--- config.mk ---
export PLATFORM = sky130hd
export DESIGN_NAME = alu_share_arbiter_flat
export DESIGN_NICKNAME = d
export VERILOG_FILES = /design/src/rtl/alu_arb_pkg.sv /design/src/rtl/alu_share_arbiter_if.sv /design/src/rtl/alu_rr_arbiter.sv /design/src/rtl/alu_share_arbiter.sv /design/src/flat_wrapper.sv
export SDC_FILE = /design/constraint.sdc
export NUM_CORES = 1
export LEC_CHECK = 0
export ABC_AREA = 1
export BUFFER_PORTS_ARGS = -buffer_cell sky130_fd_sc_hd__buf_4
export CAP_MARGIN = 20
export CORE_AREA = 3 3 162 164
export CTS_CLUSTER_SIZE = 10
export DETAILED_ROUTE_END_ITERATION = 6
export DIE_AREA = 0 0 165 167
export MAX_ROUTING_LAYER = met4
export PLACE_DENSITY = 0.45
export SETUP_SLACK_MARGIN = 0.1
export SYNTH_ARGS = -nofsm -noshare
export SYNTH_HDL_FRONTEND = slang
export SYNTH_SLANG_ARGS = --single-unit
--- constraint.sdc ---
create_clock -name clk -period 3.5 [get_ports clk]
set_input_delay 0.35 -clock clk [delete_from_list [all_inputs] [get_ports clk]]
set_output_delay 0.35 -clock clk [all_outputs]
set_load 0.1 [all_outputs]
--- src/rtl/alu_arb_pkg.sv ---
// Shared types and constants for the ALU share arbiter: control encodings,
// datapath widths and the operand payload carried to the shared ALU.
package alu_arb_pkg;

  localparam int unsigned ALU_CTRL_W = 4;
  localparam int unsigned XLEN       = 32;

  typedef enum logic [ALU_CTRL_W-1:0] {
    ALU_ADD  = 4'd0,
    ALU_SUB  = 4'd1,
    ALU_SLL  = 4'd2,
    ALU_SLT  = 4'd3,
    ALU_SLTU = 4'd4,
    ALU_XOR  = 4'd5,
    ALU_SRL  = 4'd6,
    ALU_SRA  = 4'd7,
    ALU_OR   = 4'd8,
    ALU_AND  = 4'd9
  } alu_op_e;

  typedef struct packed {
    logic [ALU_CTRL_W-1:0] ctrl;
    logic [XLEN-1:0]       a;
    logic [XLEN-1:0]       b;
  } alu_op_t;

endpackage

--- src/rtl/alu_share_arbiter_if.sv ---
// Requester, shared-ALU and response signals of the ALU share arbiter.
// slave = arbiter side, master = requester/ALU/consumer side.
interface alu_share_arbiter_if
  import alu_arb_pkg::*;
#(
  parameter int unsigned N_REQ = 4,
  parameter int unsigned ID_W  = 2
);
  logic [N_REQ-1:0]            req_valid;
  logic [N_REQ-1:0]            req_ready;
  logic [ALU_CTRL_W*N_REQ-1:0] req_ctrl;
  logic [XLEN*N_REQ-1:0]       req_a;
  logic [XLEN*N_REQ-1:0]       req_b;
  logic [ALU_CTRL_W-1:0]       alu_ctrl;
  logic [XLEN-1:0]             alu_a;
  logic [XLEN-1:0]             alu_b;
  logic [XLEN-1:0]             alu_result;
  logic                        rsp_valid;
  logic                        rsp_ready;
  logic [XLEN-1:0]             rsp_result;
  logic [ID_W-1:0]             rsp_id;

  modport slave (
    input  req_valid, req_ctrl, req_a, req_b, alu_result, rsp_ready,
    output req_ready, alu_ctrl, alu_a, alu_b, rsp_valid, rsp_result, rsp_id
  );

  modport master (
    output req_valid, req_ctrl, req_a, req_b, alu_result, rsp_ready,
    input  req_ready, alu_ctrl, alu_a, alu_b, rsp_valid, rsp_result, rsp_id
  );
endinterface

--- src/rtl/alu_rr_arbiter.sv ---
// Round-robin arbiter: search starts at the pointer and wraps; the pointer
// moves past the winner only when the grant is actually taken (advance).
module alu_rr_arbiter #(
  parameter int unsigned N_REQ = 4,
  parameter int unsigned ID_W  = 2
) (
  input  logic             clk,
  input  logic             rst,
  input  logic [N_REQ-1:0] req,
  input  logic             advance,
  output logic [N_REQ-1:0] grant,
  output logic [ID_W-1:0]  winner
);
  localparam int unsigned SUM_W = ID_W + 1;

  logic [ID_W-1:0] ptr;

  // First valid requester at or after ptr, modulo N_REQ
  always_comb begin
    logic             found;
    logic [SUM_W-1:0] pos;
    logic [ID_W-1:0]  idx;
    grant  = '0;
    winner = '0;
    found  = 1'b0;
    pos    = '0;
    idx    = '0;
    for (int k = 0; k < N_REQ; k++) begin
      pos = SUM_W'(ptr) + SUM_W'(k);
      if (pos >= SUM_W'(N_REQ)) pos = pos - SUM_W'(N_REQ);
      idx = pos[ID_W-1:0];
      if (!found && req[idx]) begin
        found      = 1'b1;
        grant[idx] = 1'b1;
        winner     = idx;
      end
    end
  end

  always_ff @(posedge clk or negedge rst) begin
    if (!rst) begin
      ptr <= '0;
    end else if (advance) begin
      ptr <= (winner == ID_W'(N_REQ - 1)) ? '0 : winner + ID_W'(1);
    end
  end

endmodule

--- src/rtl/alu_share_arbiter.sv ---
// Shares one combinational ALU among N_REQ requesters with a 1-entry response
// buffer. Optional per-requester grant counters: ALU_ARB_PERF_EN.
module alu_share_arbiter
  import alu_arb_pkg::*;
#(
  parameter int unsigned N_REQ = 4,
  parameter int unsigned ID_W  = 2
) (
  input  logic                   clk,
  input  logic                   rst,
  alu_share_arbiter_if.slave     bus
`ifdef ALU_ARB_PERF_EN
  ,
  output logic [16*N_REQ-1:0]    perf_grant_cnt
`endif
);

  logic [N_REQ-1:0] grant;
  logic [ID_W-1:0]  winner;
  logic             can_accept;
  logic             accept;
  alu_op_t          ops [N_REQ];
  alu_op_t          sel_op;

  assign can_accept    = !bus.rsp_valid || bus.rsp_ready;
  assign bus.req_ready = rst ? (grant & {N_REQ{can_accept}}) : '0;
  assign accept        = |bus.req_ready;

  alu_rr_arbiter #(.N_REQ(N_REQ), .ID_W(ID_W)) u_arb (
    .clk     (clk),
    .rst     (rst),
    .req     (bus.req_valid),
    .advance (accept),
    .grant   (grant),
    .winner  (winner)
  );

  for (genvar g = 0; g < N_REQ; g++) begin : g_ops
    assign ops[g] = {bus.req_ctrl[ALU_CTRL_W*g +: ALU_CTRL_W],
                     bus.req_a[XLEN*g +: XLEN],
                     bus.req_b[XLEN*g +: XLEN]};
  end

  // ALU sees zeros when nobody is requesting
  assign sel_op       = (|grant) ? ops[winner] : '0;
  assign bus.alu_ctrl = sel_op.ctrl;
  assign bus.alu_a    = sel_op.a;
  assign bus.alu_b    = sel_op.b;

  always_ff @(posedge clk or negedge rst) begin
    if (!rst) begin
      bus.rsp_valid  <= 1'b0;
      bus.rsp_result <= '0;
      bus.rsp_id     <= '0;
    end else if (accept) begin
      bus.rsp_valid  <= 1'b1;
      bus.rsp_result <= bus.alu_result;
      bus.rsp_id     <= winner;
    end else if (bus.rsp_ready) begin
      bus.rsp_valid  <= 1'b0;
    end
  end

`ifdef ALU_ARB_PERF_EN
  for (genvar g = 0; g < N_REQ; g++) begin : g_perf
    logic [15:0] cnt;
    // Saturating count of accepted transfers from requester g
    always_ff @(posedge clk or negedge rst) begin
      if (!rst) begin
        cnt <= '0;
      end else if (accept && grant[g] && cnt != 16'hFFFF) begin
        cnt <= cnt + 16'd1;
      end
    end
    assign perf_grant_cnt[16*g +: 16] = cnt;
  end
`endif

endmodule

--- src/flat_wrapper.sv ---
// flat-port wrapper written by rule: the top's interface ports become plain ports
module alu_share_arbiter_flat import alu_arb_pkg::*;
#(
  parameter int unsigned N_REQ = 4,
  parameter int unsigned ID_W  = 2
)
  (clk, rst, bus_req_valid, bus_req_ctrl, bus_req_a, bus_req_b, bus_alu_result, bus_rsp_ready, bus_req_ready, bus_alu_ctrl, bus_alu_a, bus_alu_b, bus_rsp_valid, bus_rsp_result, bus_rsp_id);
  alu_share_arbiter_if #(.N_REQ(N_REQ), .ID_W(ID_W)) bus_i ();
  input  logic clk;
  input  logic rst;
  input wire logic [$bits(bus_i.req_valid)-1:0] bus_req_valid;
  input wire logic [$bits(bus_i.req_ctrl)-1:0] bus_req_ctrl;
  input wire logic [$bits(bus_i.req_a)-1:0] bus_req_a;
  input wire logic [$bits(bus_i.req_b)-1:0] bus_req_b;
  input wire logic [$bits(bus_i.alu_result)-1:0] bus_alu_result;
  input wire logic [$bits(bus_i.rsp_ready)-1:0] bus_rsp_ready;
  output wire logic [$bits(bus_i.req_ready)-1:0] bus_req_ready;
  output wire logic [$bits(bus_i.alu_ctrl)-1:0] bus_alu_ctrl;
  output wire logic [$bits(bus_i.alu_a)-1:0] bus_alu_a;
  output wire logic [$bits(bus_i.alu_b)-1:0] bus_alu_b;
  output wire logic [$bits(bus_i.rsp_valid)-1:0] bus_rsp_valid;
  output wire logic [$bits(bus_i.rsp_result)-1:0] bus_rsp_result;
  output wire logic [$bits(bus_i.rsp_id)-1:0] bus_rsp_id;
  assign bus_i.req_valid = bus_req_valid;
  assign bus_i.req_ctrl = bus_req_ctrl;
  assign bus_i.req_a = bus_req_a;
  assign bus_i.req_b = bus_req_b;
  assign bus_i.alu_result = bus_alu_result;
  assign bus_i.rsp_ready = bus_rsp_ready;
  assign bus_req_ready = bus_i.req_ready;
  assign bus_alu_ctrl = bus_i.alu_ctrl;
  assign bus_alu_a = bus_i.alu_a;
  assign bus_alu_b = bus_i.alu_b;
  assign bus_rsp_valid = bus_i.rsp_valid;
  assign bus_rsp_result = bus_i.rsp_result;
  assign bus_rsp_id = bus_i.rsp_id;
  alu_share_arbiter #(.N_REQ(N_REQ), .ID_W(ID_W)) u_core (.clk(clk), .rst(rst), .bus(bus_i));
endmodule
Word level (Yosys, flattened, before mapping):

Index checks and enable logic that the tools add are counted.

* $add $sub $neg: 8
* order comparisons: 13
* eq/ne operators: 1
* muxes and demuxes: 39
* bitwise logic cells: 5
* reduce and logical (&&, ||, !) cells: 15

Operator list (count)
* $mux W68: 3
* $bmux W68 S2: 1
* $mux W4: 5
* $mux W2: 9
* $mux W1: 13
* $ge A3 B3 Y1 const B: 4
* $lt A2 B3 Y1 const B: 4
* $or A4 B4 Y4: 3
* $bmux W1 S2: 4
* $demux W1 S2: 4
* $ge A2 B1 Y1 const B: 4
* $reduce_or A4 Y1: 2
* $sub A2 B1 Y2 const B: 4
* $logic_and A1 B1 Y1: 7
* $add A2 B2 Y3 const B: 2
* $and A4 B4 Y4: 1
* $logic_not A1 Y1: 4
* $add A2 B1 Y3 const B: 1
* $ge A2 B3 Y1 const B: 1
* $not A2 Y3: 1
* $add A2 B1 Y2 const B: 1
* $eq A2 B2 Y1 const B: 1
* $reduce_bool A2 Y1: 1
* $logic_or A1 B1 Y1: 1

* register bits after elaboration: 37
* bits of input ports: 311
* output and inout port bits: 107

Depth between registers and ports, before layout:

* depth in word-level cells: 19
* gate-level depth with buffers: 17

Modules after synthesis:

Synthesis repeated with hierarchy kept, for this count alone.

* cell total of the unflattened synthesis: 790
* area total of the unflattened synthesis: 4479.3 um^2

By module, submodules not included
* alu_share_arbiter: times used 1, cells an instance 693, area an instance 3848.7 um^2
* alu_rr_arbiter: times used 1, cells an instance 97, area an instance 630.6 um^2

Worst setup path after synthesis:

OpenSTA, ideal clock, no wires.

* path type: flip-flop to output port
* start point: register u_core.u_arb.ptr[0]
* end point: output port bus_alu_a[0]
* arrival time: 3.356 ns
* required time: 3.150 ns
* path slack: -0.206 ns
* cell stages (with the launch flop): 17
* path through: dfrtp_1 buf_6 inv_4 ha_1 inv_1 nand3_1 nand2_1 nor2_8 nand2_2 nand3_2 nand2_2 buf_6 buf_2 nand2_1 nand3_1 nand2_1 nor2_1

* longest elaborated chain between the ends: 19
* elaborated cells on any way between the ends: 69
* classes of those cells: 7 x add/sub; 12 x order compare; 35 x mux; 4 x bitwise; 11 x reduce/logical

Ends and longest elaborated chain
* from (decl): RTL line alu_rr_arbiter.sv:16 `logic [ID_W-1:0] ptr;`
* from (signal assigned): RTL line alu_rr_arbiter.sv:44 `ptr <= (winner == ID_W'(N_REQ - 1)) ? '0 : winner + ID_W'(1);`
* parallel branches: the longest is 18 deep, another holds $add A2 B1 Y3
* $mux W68 *: RTL line alu_share_arbiter.sv:45 `assign sel_op = (|grant) ? ops[winner] : '0;`
* to (decl): RTL line flat_wrapper.sv:19 `output wire logic [$bits(bus_i.alu_a)-1:0] bus_alu_a;`

Every way passes the cells marked *. The select of a mux whose other input is x is not followed.

Worst setup path after layout:

* start point: register u_core.u_arb.ptr[0]
* end point: output port bus_alu_a[4]

Same word-level chain as after synthesis.

==> metrics <==
run status=finished clean; Data arrival, critical path=approximately 2900 ps; largest family of logic cells by synthesized area=simple AND/OR/NAND/NOR gates; required time at the endpoint of the critical path=3150 ps; die area=27600 um^2; final routed wire length divided by cell count=17.5 um; H-tree level count=2; synthesized instance count=935; first-pass GRT wire length=40000 um; number of unique standard cell types used by synthesis=23; clock transition at the register clock pins on the worst setup and hold paths after CTS=60 ps; Clock Sinks=37; final estimated routing congestion in global placement=around 0.94; synthesized area per cell=5.14 um^2; timing-limited maximum frequency=313 MHz; Max-Slew Margin vs Limit=66.9%; min-delay worst type=in -> async; Std-Cell Rows=between 50 and 60; Seq cells post-synth=37; antenna violations before repair=2; Area Overhead vs Synth=90.2%; slew of the pin with the lowest slew margin=497 ps; adder and majority cell fraction of the synthesized area=1.56%; first-pass detailed-route iteration total=5; count of yosys warnings during synthesis=0; count of nets after finishing=1642; proportion of synthesized area in mux cells=0%; ports placed on the boundary=around 420; total routing usage reported by global routing=roughly a fifth; Synth Area in XOR/XNOR=0%; Mapped Area=4810 um^2; Finish-stage setup viols=0; pins over their slew limit=0; period utilisation layout=91.4%; class of the most critical setup path=reg -> out; Congestion Overflow GR=0; Via-to-Cell Ratio=4.43; setup repair after global routing missed its margin=false; Setup TNS Final=0 ps; Via Count=approximately 7300; starting density of the core=19.2%; Slowest Stage Delay on Critical Path=roughly 380 ps; hold_buf cts=0; synthesized netlist net count=roughly 1300; total placed cells including tap cells=roughly 1600; clock skew after layout=~5.5 ps; sequential share of the synthesized area=about a fifth; number of global-route vias before repair=about 6700; Clock Latency Late Sink=280 ps; non-filler cells in the finished layout=1658; clock tree from TritonCTS=built; HPWL after DPL=21800 um; crit path time final=3200 ps; share of post-route cells with drive strength above 1=around two fifths; CTS max path bufs=2; wire length reported by the detailed router=29000 um; Setup crit end kind=output pin; kind of cell with the highest combined delay on the critical path=simple AND/OR/NAND/NOR gates; Bufs and invs on worst path=5; initial drt markers=473; Clock Root Buffer=clkbuf_16; CP max-delay cell=dfrtp_1; clock buffers created by TritonCTS=5; Synth Area in Simple Gates=between 60% and 70%; antenna violation net count after detailed routing=0; max-cap viol count=0; DRC errors left=0; critical path cell sequence=inv_4, ha_1, inv_2, nand3_1, nand2_2, nor2_8, nand2_2, nand3_4, nand2_8, buf_16, clkbuf_16, nand2_1, nand3_1, nand2_1, nor2_2, buf_6; fraction of the mapped netlist area in compound gates=1.25%; maximum number of pins on one net before global-route repair=69; port buffer count=417; width of the die=between 150 and 200 um; CP Max Fanout=20; final count of hold timing violations=0; die boundary height=167 um; CP startpoint kind=register; core area=25000 um^2
==> through the flow <==
step | cell area, um^2 | setup slack, ps | util [%] | hold WS [ps]
final | 9140 | 301 | 36.5 | 147
after global routing | 9140 | 99.8 | 36.5 | 191
after CTS | 8770 | 83.7 | 35.0 | 163
after detailed placement | 8480 | 356 | 33.9 | 460
after global placement | 8480 | 431 | 33.9 | 456
after floorplan | 4980 | 244 | - | 54.4
==> state kept, by name, indices dropped and copies added (netlist names) <==
name / flops
u_core.bus.rsp_id: 2
u_core.bus.rsp_result: 32
u_core.bus.rsp_valid: 1
u_core.u_arb.ptr: 2
==> layer usage <==
layer / share of wire [%] / vias up / global-route usage, % / routed length, um
met1: 40 / 3339 / 22.9 / 11700
met4: 1.6 / 0 / 4.08 / 473
li1: - / 3718 / - / -
met3: 6.0 / 26 / 2.41 / 1730
met5: 0 / - / - / 0
met2: 52 / 259 / 33.7 / 15000
==> worst paths after layout <==
kind / start / end / slack [ps] / cells after the start
setup / recovery: u_core.u_arb.ptr[0] / bus_alu_a[4] / 300 / 16
max in group asynchronous: rst / u_core.u_arb.ptr[1] / 2990 / 2
setup reg to reg: u_core.u_arb.ptr[0] / u_core.bus.rsp_result[22] / 810 / 15
min in group clk: bus_alu_result[1] / u_core.bus.rsp_result[1] / 300 / 3
hold reg to reg: u_core.bus.rsp_result[31] / u_core.bus.rsp_result[31] / 470 / 2
hold / removal: rst / u_core.bus.rsp_result[14] / 150 / 2
==> cells in the final DEF (no fill, tap or decap), types with 2 or more instances in the layout <==
master	instances
buf_6	44
inv_1	15
a21boi_0	4
nor2_2	70
clkbuf_16	11
dfrtp_1	36
nand2_2	5
clkinv_2	2
buf_16	4
inv_4	2
buf_12	14
ha_1	6
inv_2	2
nor2_1	73
nand2_4	3
nand3_1	192
buf_8	3
buf_4	382
nand2_1	444
a21oi_1	4
diode_2	2
==> synth_stat cells, drive strengths merged <==
master | n | share of area, %
a21boi | 4 | 0.62
a21oi | 4 | 0.42
buf | 58 | 7.3
clkbuf | 12 | 0.94
clkinv | 1 | 0.078
dfrtp | 37 | 19
ha | 6 | 1.6
inv | 19 | 1.5
nand2 | 453 | 36
nand3 | 194 | 20
nand4 | 1 | 0.13
nor2 | 144 | 12
o21ai | 2 | 0.21
==> what timing repair did <==
item	4_1_cts	5_1_grt
gates cloned	0	6
resized for setup	39	39
buffers inserted	0	6
endpoints found under the setup margin	41	68
pin swaps	0	2
==> cell families after synthesis <==
| kind of cell | Yosys count |
|---|---|
| fa+ha+maj | 6 |
| flops | 37 |
| buf+inv | 90 |
| simple gates | 792 |
| compound gates | 10 |
==> cell type report <==
class / instances / area, um^2
clock inverter: 2 / 10.0
timing repair buffer: 453 / 3950
inverter: 20 / 80.1
antenna: 2 / 5.00
fill: 2835 / 15900
tap: 330 / 413
clock buffer: 6 / 129
multi-input combinational: 808 / 3630
sequential: 37 / 927
Power is left out: the tool's default activity adds up to more than one toggle a clock period on the data nets, which glitch-free logic cannot reach.
